$ cat config.mk
export PLATFORM = sky130hd
export DESIGN_NAME = uart_tx_fifo
export DESIGN_NICKNAME = d
export VERILOG_FILES = /design/src/rtl/uart_tx_fifo.sv
export SDC_FILE = /design/constraint.sdc
export NUM_CORES = 1
export LEC_CHECK = 0
export ABC_AREA = 1
export CELL_PAD_IN_SITES_DETAIL_PLACEMENT = 0
export CELL_PAD_IN_SITES_GLOBAL_PLACEMENT = 1
export CORE_UTILIZATION = 48
export CTS_BUF_LIST = sky130_fd_sc_hd__clkbuf_16
export DETAILED_ROUTE_END_ITERATION = 10
export PLACE_DENSITY_LB_ADDON = 0.1
export RECOVER_POWER = 25
export REMOVE_ABC_BUFFERS = 1
export SLEW_MARGIN = 20
export SYNTH_ARGS = -nofsm -noshare
export SYNTH_HDL_FRONTEND = slang
export SYNTH_SLANG_ARGS = --single-unit
$ cat constraint.sdc
create_clock -name i_Clock -period 3.7 [get_ports i_Clock]
set_clock_uncertainty 0.2 [all_clocks]
set_input_delay 0.555 -clock i_Clock [delete_from_list [all_inputs] [get_ports i_Clock]]
set_output_delay 0.555 -clock i_Clock [all_outputs]
set_load 0.05 [all_outputs]
$ cat src/rtl/uart_tx_fifo.sv
// uart_tx_fifo -- byte FIFO feeding an 8N1 UART transmitter.
//
// Each 0->1 transition of i_Start enqueues i_Data. The transmitter drains the
// FIFO and sends frames back-to-back while data remains.
//
// Optional feature: define UART_TX_PARITY_EN to add an even-parity bit
// between the data bits and the stop bit (11-bit frame). Without it the frame
// is start + 8 data + stop (10 bits).
//
// Ports:
//   i_Clock     system clock, rising edge
//   i_Reset_n   asynchronous active-low reset
//   i_Start     enqueue request (level; one byte per rising edge)
//   i_Data      byte captured on the detection cycle
//   o_UART      serial line, idle high, registered
//   o_Busy      FIFO non-empty or frame in progress
//   o_Full      FIFO holds 2**FIFO_AW entries
//   o_Overflow  sticky: a byte was dropped because the FIFO was full
//   o_Count     current FIFO occupancy
//
// FSM states:
//   state  | meaning
//   IDLE   | line high, waiting for FIFO data
//   START  | start bit (low)
//   DATA   | 8 data bits, LSB first
//   PARITY | even parity bit (only with UART_TX_PARITY_EN)
//   STOP   | stop bit (high); pops next byte at its end if available

module uart_tx_fifo #(
    parameter int CLKS_PER_BIT = 1042,
    parameter int FIFO_AW      = 3
) (
    input  logic               i_Clock,
    input  logic               i_Reset_n,
    input  logic               i_Start,
    input  logic [7:0]         i_Data,
    output logic               o_UART,
    output logic               o_Busy,
    output logic               o_Full,
    output logic               o_Overflow,
    output logic [FIFO_AW:0]   o_Count
);

    typedef enum logic [2:0] {IDLE, START, DATA, PARITY, STOP} state_t;

    localparam int               DEPTH     = 2 ** FIFO_AW;
    localparam logic [FIFO_AW:0] DEPTH_CNT = (FIFO_AW + 1)'(DEPTH);
    localparam logic [FIFO_AW:0] PTR_ONE   = (FIFO_AW + 1)'(1);
    localparam logic [15:0]      BIT_LOAD  = 16'(CLKS_PER_BIT - 1);

    logic [7:0]       mem [DEPTH];
    logic [FIFO_AW:0] wr_ptr;
    logic [FIFO_AW:0] rd_ptr;
    logic [7:0]       head;

    logic             start_q;
    logic             armed;
    logic             start_rise;
    logic             push;
    logic             pop;

    state_t           state;
    logic [15:0]      bit_timer;
    logic             bit_done;
    logic [2:0]       bit_idx;
    logic [7:0]       shift;

    // Pointers carry one extra bit so full and empty are distinguishable.
    assign o_Count  = wr_ptr - rd_ptr;
    assign o_Full   = (o_Count == DEPTH_CNT);
    assign o_Busy   = (state != IDLE) || (o_Count != '0);
    assign head     = mem[rd_ptr[FIFO_AW-1:0]];
    assign bit_done = (bit_timer == '0);

    // armed stays low for the first cycle after reset so that an i_Start
    // already high at release is taken as the old level, not a new edge.
    assign start_rise = i_Start && !start_q && armed;

    assign pop  = (o_Count != '0) && ((state == IDLE) || ((state == STOP) && bit_done));
    assign push = start_rise && (!o_Full || pop);

    always_ff @(posedge i_Clock or negedge i_Reset_n) begin
        if (!i_Reset_n) begin
            start_q    <= 1'b0;
            armed      <= 1'b0;
            wr_ptr     <= '0;
            rd_ptr     <= '0;
            o_Overflow <= 1'b0;
        end else begin
            start_q <= i_Start;
            armed   <= 1'b1;
            if (push) begin
                wr_ptr <= wr_ptr + PTR_ONE;
            end
            if (pop) begin
                rd_ptr <= rd_ptr + PTR_ONE;
            end
            if (start_rise && o_Full && !pop) begin
                o_Overflow <= 1'b1;
            end
        end
    end

    // Storage needs no reset; the pointers define what is valid.
    always_ff @(posedge i_Clock) begin
        if (push) begin
            mem[wr_ptr[FIFO_AW-1:0]] <= i_Data;
        end
    end

`ifdef UART_TX_PARITY_EN
    logic parity;

    // Parity is taken from the byte as it leaves the FIFO, before shifting.
    always_ff @(posedge i_Clock or negedge i_Reset_n) begin
        if (!i_Reset_n) begin
            parity <= 1'b0;
        end else if (pop) begin
            parity <= ^head;
        end
    end
`endif

    always_ff @(posedge i_Clock or negedge i_Reset_n) begin
        if (!i_Reset_n) begin
            state     <= IDLE;
            bit_timer <= '0;
            bit_idx   <= '0;
            shift     <= '0;
            o_UART    <= 1'b1;
        end else begin
            // Line level follows the state one cycle later, so every bit on
            // the wire still lasts exactly CLKS_PER_BIT cycles.
            case (state)
                START:   o_UART <= 1'b0;
                DATA:    o_UART <= shift[0];
`ifdef UART_TX_PARITY_EN
                PARITY:  o_UART <= parity;
`endif
                default: o_UART <= 1'b1;
            endcase

            case (state)
                IDLE: begin
                    if (pop) begin
                        shift     <= head;
                        bit_timer <= BIT_LOAD;
                        state     <= START;
                    end
                end
                START: begin
                    if (bit_done) begin
                        bit_timer <= BIT_LOAD;
                        bit_idx   <= '0;
                        state     <= DATA;
                    end else begin
                        bit_timer <= bit_timer - 16'd1;
                    end
                end
                DATA: begin
                    if (bit_done) begin
                        bit_timer <= BIT_LOAD;
                        if (bit_idx == 3'd7) begin
`ifdef UART_TX_PARITY_EN
                            state <= PARITY;
`else
                            state <= STOP;
`endif
                        end else begin
                            bit_idx <= bit_idx + 3'd1;
                            shift   <= shift >> 1;
                        end
                    end else begin
                        bit_timer <= bit_timer - 16'd1;
                    end
                end
`ifdef UART_TX_PARITY_EN
                PARITY: begin
                    if (bit_done) begin
                        bit_timer <= BIT_LOAD;
                        state     <= STOP;
                    end else begin
                        bit_timer <= bit_timer - 16'd1;
                    end
                end
`endif
                STOP: begin
                    if (bit_done) begin
                        if (pop) begin
                            shift     <= head;
                            bit_timer <= BIT_LOAD;
                            state     <= START;
                        end else begin
                            state <= IDLE;
                        end
                    end else begin
                        bit_timer <= bit_timer - 16'd1;
                    end
                end
                default: state <= IDLE;
            endcase
        end
    end

endmodule
==> results of run 1 <==
## how the worst max path moves through the flow
stage	endpoint	startpoint	cells after the start	slack, ps
2_1_floorplan	mem[3][0]	rd_ptr[0]	10	-470
3_3_place_gp	mem[3][5]	wr_ptr[0]	10	540
3_5_place_dp	mem[1][5]	wr_ptr[0]	10	420
4_1_cts	o_Busy	wr_ptr[0]	8	380
5_1_grt	mem[1][7]	wr_ptr[0]	10	140
6_report	mem[1][7]	wr_ptr[0]	10	420
## power groups by stage
stage | Clock, mW | Sequential [mW] | Combinational [mW]
global placement | 0 | 1.67 | 2.58
floorplan | 0 | 1.70 | 1.80
global route | 0.987 | 1.68 | 2.91
finish | 0.917 | 1.65 | 2.61
detailed placement | 0 | 1.67 | 2.60
CTS | 0.942 | 1.65 | 2.61
## logic make-up (layout without fill, tap and decap cells)
| logic type | Yosys count | in the layout | share of synthesized area (%) |
|---|---|---|---|
| and+or+nand+nor | 221 | 221 | 20.31 |
| DFF | 106 | 106 | 59.16 |
| AOI/OAI and AO/OA | 90 | 90 | 10.93 |
| buffers and inverters | 55 | 81 | 4.629 |
| xor gates and xnor gates | 13 | 13 | 2.265 |
| adders and majority gates | 10 | 10 | 2.638 |
| other | 1 | 1 | 0.07459 |
## state kept, by name, indices dropped and copies added, names as in the netlist, 3 cells and up
register,count
state,3
shift,8
rd_ptr,4
bit_idx,3
bit_timer,16
mem,64
wr_ptr,4
## stage by stage
stage | utilization (%) | setup TNS (ps)
floorplan | - | -19350
global placement | 53.61 | 0
detailed placement | 53.61 | 0
CTS | 56.49 | 0
global route | 56.47 | 0
finish | 56.47 | 0
## per-layer routing
| metal | vias up | share of wire, % |
|---|---|---|
| li1 | 1734 | - |
| met1 | 1675 | 47 |
| met2 | 83 | 47 |
| met3 | 12 | 4.7 |
| met4 | 0 | 1.2 |
| met5 | - | 0 |
## cell usage in the layout (no fill, tap or decap), types with 3 or more instances in the layout
cell type and count:
a21oi_1 7, buf_4 8, clkbuf_16 9, clkdlybuf4s50_1 10
dfrtp_1 41, dlygate4sd3_1 3, edfxtp_1 64, ha_1 9
inv_1 37, inv_2 5, nand2_1 91, nand2_2 10
nand2_4 4, nand3_1 34, nand3_2 4, nor2_1 56
nor2_2 10, nor2_4 4, nor3_1 5, o211ai_1 7
o21ai_0 39, o21ai_1 6, o22ai_1 21, o22ai_2 3
xor2_1 11
## layout make-up
cell class | count | area (sq um) | area share [%]
Tap cell | 133 | 166.4 | 2.960
Clock inverter | 7 | 61.31 | 1.091
Sequential cell | 106 | 2974 | 52.90
Multi-Input combinational cell | 335 | 1821 | 32.38
Clock buffer | 9 | 225.2 | 4.006
Inverter | 42 | 160.2 | 2.849
Timing Repair Buffer | 23 | 214.0 | 3.806
==> metrics, run 1 <==
status complete, but fails checks; failing checks capacitance limit, slew limit; Post-Route WL around 11,000 um; CTS Buffer Depth 2; clock latency on the worst-skew pair around 340 ps; fin cells between 600 and 700; Synth area leader edfxtp_1; final instance area between 0.005 and 0.006 sq mm; number of max-cap violations 1; Async S/R FF share, synth 39.62%; combinational power share 50.4%; Vias/cell 5.350; H-tree lvl count 3; initial antenna violation count 0; Worst setup SP type flop; number of global-route vias before repair 3,451; placed insts around 640; # fillers 910; Final min period 3281 ps; Yosys cell types 37; Final Max Tran Viols 43; met3 Use GR under 10%; Max VDD drop between 1 and 1.5 mV; worst path arrival time 3040 ps; CTS tree yes; period utilization roughly nine tenths; final net count roughly 540; clock tree sinks about 110; Layout Area Growth over Synthesis 11.82%; Synth top cells by count nand2_1 (91), edfxtp_1 (64), nor2_1 (56); CORE AREA 0.009955 sq mm; Hold Crit Start bit_idx[0]; Slew @ Worst Pin 2403 ps; post-DP HPWL 7781 um; die area 0.01089 sq mm; Worst EP required 3460 ps; clk slew on worst S/H paths 70 ps; setup ws final around 420 ps; Setup WS pre-CTS 424.9 ps; #FFs+latches synth 106; Final Hold Violating Endpoints 0; hold path endpoint bit_idx[0]; NetSw 2.344 mW; first-pass GRT wire length 18,080 um; Synth Flop Type edfxtp_1; largest net degree at the start of global routing 43; synthesized cell area 0.005027 sq mm; row count 36; Tot Pwr 5.174 mW; Post-CTS Resized 0; CTS Buf Count 9; Min Hold Slack 280.9 ps; antenna fix cells 0; slowest cell delay on critical path 810 ps; top-count cell post-synth nand2_1; Via Count around 3,500; die width 104.3 um; GRT Residual Overflow 0; Initial Util 50.50%; endpoints failing setup 0; Reg power frac 31.9%; initial drt markers 260; PwrDens 920.3 mW/mm^2; crit path buf inv count 2; share of layout cells above drive strength 1 between 10% and 20%; internal power between 2 and 3 mW; GRT Total Usage roughly 22%; main area contributors after synthesis edfxtp_1 (38%), dfrtp_1 (20%), nand2_1 (6.8%), nor2_1 (4.2%), o21ai_0 (3.9%); Pre-antenna DRT Iters 5; M2 GR Usage 33.87%; R2R setup slack about 420 ps; Rel. slew slack -60.21%; # IOs 19; P_leak 2.269 nW; Port-buffer cells 18; Final GP Congestion 0.8937; clock root cell clkbuf_16; Hold Buf Count CTS 0; crit-path max FO 10; synthesized area per cell 10.14 sq um; Remaining DRCs 0; DP Area 0.005336 sq mm; antenna-violating nets left 0; sequential share of the synthesized area between 50% and 60%; reg-to-reg critical path endpoint mem[1][7]; top cell type's share of synthesized area 38.23%; Top Usage Layer GRT met2; Max Fclk around 300 MHz; Hold/Removal Path Class reg2reg; reg2reg start wr_ptr[0]; Yosys warning count 0; EDFF count, synth between 60 and 70; Slowest cell on crit path nor3_1; M1 GR Usage 30.96%; unrepaired setup endpoints after global routing no; most used cell, CP inv_1; WL/cell 16.93 um; postcts setup bufs 0; Setup CP Type reg2reg; worst reg2reg path depth 10; crit end category flop; Clk network pwr share 17.7%; DIE HEIGHT 104.3 um; CP cell instances inv_1, ha_1, inv_1, fa_1, xor2_1, nor2_2, a21boi_4, nand2_2, nand2_4, nor3_1; Mapped Cells 496; Largest delay share family, worst path simple AND/OR/NAND/NOR gates; sw frac 45.30%; Hold Path Depth 1
Power figures use the tool's default switching activity.
==> inputs of run 2 (changes only) <==
--- a/config.mk
+++ b/config.mk
@@ -6,6 +6,7 @@
 export NUM_CORES = 1
 export LEC_CHECK = 0
 export ABC_AREA = 1
+export CAP_MARGIN = 20
 export CELL_PAD_IN_SITES_DETAIL_PLACEMENT = 0
 export CELL_PAD_IN_SITES_GLOBAL_PLACEMENT = 1
 export CORE_UTILIZATION = 48
==> results of run 2 <==
Same layout as run 1: the final DEF is identical, and so are final timing and power.
==> inputs of run 3 (changes only) <==
--- a/config.mk
+++ b/config.mk
@@ -15,7 +15,9 @@
 export PLACE_DENSITY_LB_ADDON = 0.1
 export RECOVER_POWER = 25
 export REMOVE_ABC_BUFFERS = 1
+export SKIP_CTS_REPAIR_TIMING = 1
 export SLEW_MARGIN = 20
 export SYNTH_ARGS = -nofsm -noshare
 export SYNTH_HDL_FRONTEND = slang
 export SYNTH_SLANG_ARGS = --single-unit
+export TNS_END_PERCENT = 50
==> constraint.sdc (replaced) <==
create_clock -name i_Clock -period 3.7 [get_ports i_Clock]
set_clock_uncertainty 0.2 [all_clocks]
set_input_delay 0.74 -clock i_Clock [delete_from_list [all_inputs] [get_ports i_Clock]]
set_output_delay 0.74 -clock i_Clock [all_outputs]
set_load 0.05 [all_outputs]
==> run 3 against run 2 <==
- the run still ends with capacitance limit, slew limit left
- die area stayed put
- clock-buffer cell count did not move
- final area is 1.4% higher
- cell count rose by 0.61%
- via count up 1.1%
- maximum frequency fell by 4.4%
- largest power group unchanged
==> metrics, run 3 (same netlist as run 1, synthesis figures left out) <==
die area 0.01089 sq mm (unchanged); post-DP HPWL 7770 um (-0.15%); initial drt markers 226 (-13%); Final min period 3430 ps (+149.7 ps); final instance area 0.005698 sq mm (+1.4%); Remaining DRCs 0 (unchanged); Min Hold Slack 283.3 ps (+2.369 ps); initial antenna violation count 0 (unchanged); final core occ 57.24% (+0.77 points); most frequent cells in the layout nand2_1 (91), edfxtp_1 (64), nor2_1 (56); failing checks capacitance limit, slew limit; CORE AREA 0.009955 sq mm (unchanged); largest net degree at the start of global routing 43 (unchanged); Slowest cell on crit path fa_1; GRT Residual Overflow 0 (unchanged); status complete, but fails checks; number of max-cap violations 1 (unchanged); first-pass GRT wire length 18,360 um (+1.5%); Final Hold Violating Endpoints 0 (unchanged); DIE HEIGHT 104.3 um (unchanged); Worst EP required 2760 ps (-700 ps); R2R setup slack 560 ps (+140 ps); Layout Area Growth over Synthesis 13.34%; clock latency on the worst-skew pair 350 ps (about the same); clk slew on worst S/H paths 70 ps (about the same); setup ws final 269.7 ps (-149.7 ps); share of layout cells above drive strength 1 14.64% (+1.2 points); PwrDens 946.7 mW/mm^2 (+2.9%); CTS tree yes; antenna-violating nets left 0 (unchanged); Vias/cell 5.373 (+0.44%); unrepaired setup endpoints after global routing no; Setup CP Type reg2out; Post-Route WL 11,230 um (+1.3%); WL/cell 17.04 um (+0.68%); Worst setup SP type flop; CTS Buffer Depth 2 (unchanged); Rel. slew slack -60.61% (-0.40 points); die width 104.3 um (unchanged); Setup WS pre-CTS 580.0 ps (+155.1 ps); final net count 542 (+0.74%); clock root cell clkbuf_16; crit end category primary output; Final Max Tran Viols 43 (unchanged); most used cell, CP inv_1; Max Fclk 291.5 MHz (-4.4%); CTS Buf Count 9 (unchanged); H-tree lvl count 3 (unchanged); worst path arrival time 2490 ps (-550 ps); commonest non-fill, non-tap cell in the layout nand2_1; antenna fix cells 0 (unchanged); crit-path max FO 5 (-5); Max VDD drop 0.7950 mV (-23%); clock tree sinks 106 (unchanged); period utilization 92.71% (+4.0 points); CP cell instances inv_1, ha_1, inv_1, fa_1, or2_1, nor2_2, nand3_1, buf_4; number of global-route vias before repair 3,471 (+0.58%); Final GP Congestion 0.8092 (-9.5%); row count 36 (unchanged); GRT Total Usage 22.37% (+0.30 points); Slew @ Worst Pin 2409 ps (+5.992 ps); Pre-antenna DRT Iters 4 (-1); Via Count 3,541 (+1.1%); P_leak 2.308 nW (+1.7%); slowest cell delay on critical path 450 ps (-360 ps); Hold/Removal Path Class reg2reg; # IOs 19 (unchanged); DP Area 0.005389 sq mm (+0.98%); Initial Util 50.50% (unchanged); endpoints failing setup 0 (unchanged); number of flip-flops in the largest register 64 (unchanged); Port-buffer cells 18 (unchanged)
-- run 3: cell type report --
class                   count  area, sq um
clock inverters             7        85.08
repair buffers             27        266.5
clock buffers               9        225.2
inverters                  42        160.2
well taps                 133        166.4
flip-flops and latches    106         2974
multi-input cells         335         1821
fillers                   856         4257
-- run 3: path summary, 6_finish.rpt --
kind                             from            to  depth (start not counted)
setup / recovery            wr_ptr[0]        o_Busy                          8
hold / removal             o_Overflow    o_Overflow                          1
setup reg to reg            wr_ptr[0]  bit_timer[6]                         11
hold reg to reg            o_Overflow    o_Overflow                          1
max in group asynchronous   i_Reset_n     wr_ptr[2]                          1
min in group asynchronous   i_Reset_n      shift[1]                          1
-- run 3: per-layer routing --
| metal | up-vias | wire [um] | share of wire [%] | global-route usage [%] |
|---|---|---|---|---|
| met4 | 0 | 137 | 1.2 | 6.224 |
| met3 | 11 | 661 | 5.9 | 6.266 |
| met2 | 88 | 5002 | 45 | 33.25 |
| met5 | - | 0 | 0 | 0 |
| li1 | 1745 | - | - | - |
| met1 | 1697 | 5430 | 48 | 32.01 |
-- run 3: metrics by stage --
| stage | std cells | total power, mW | setup TNS (ps) |
|---|---|---|---|
| after detailed placement | 643 | 4.435 | 0 |
| after floorplan | 483 | 3.495 | -19450 |
| final | 659 | 5.394 | 0 |
| after global placement | 643 | 4.397 | 0 |
| after global routing | 659 | 5.797 | 0 |
| after CTS | 659 | 5.436 | 0 |
-- run 3: worst max-delay path: cells and delay by family (launching register included) --
kind          cells  cell delay (ps)
fa+ha+maj         2              630
simple gates      3              620
flops             1              410
buf+inv           3              480
-- run 3: report_power, final --
part	internal, mW	total, mW	switching (mW)
sequential	1.47	1.65	0.171
combinational	0.950	2.77	1.81
clock	0.538	0.984	0.446
total	2.96	5.39	2.43
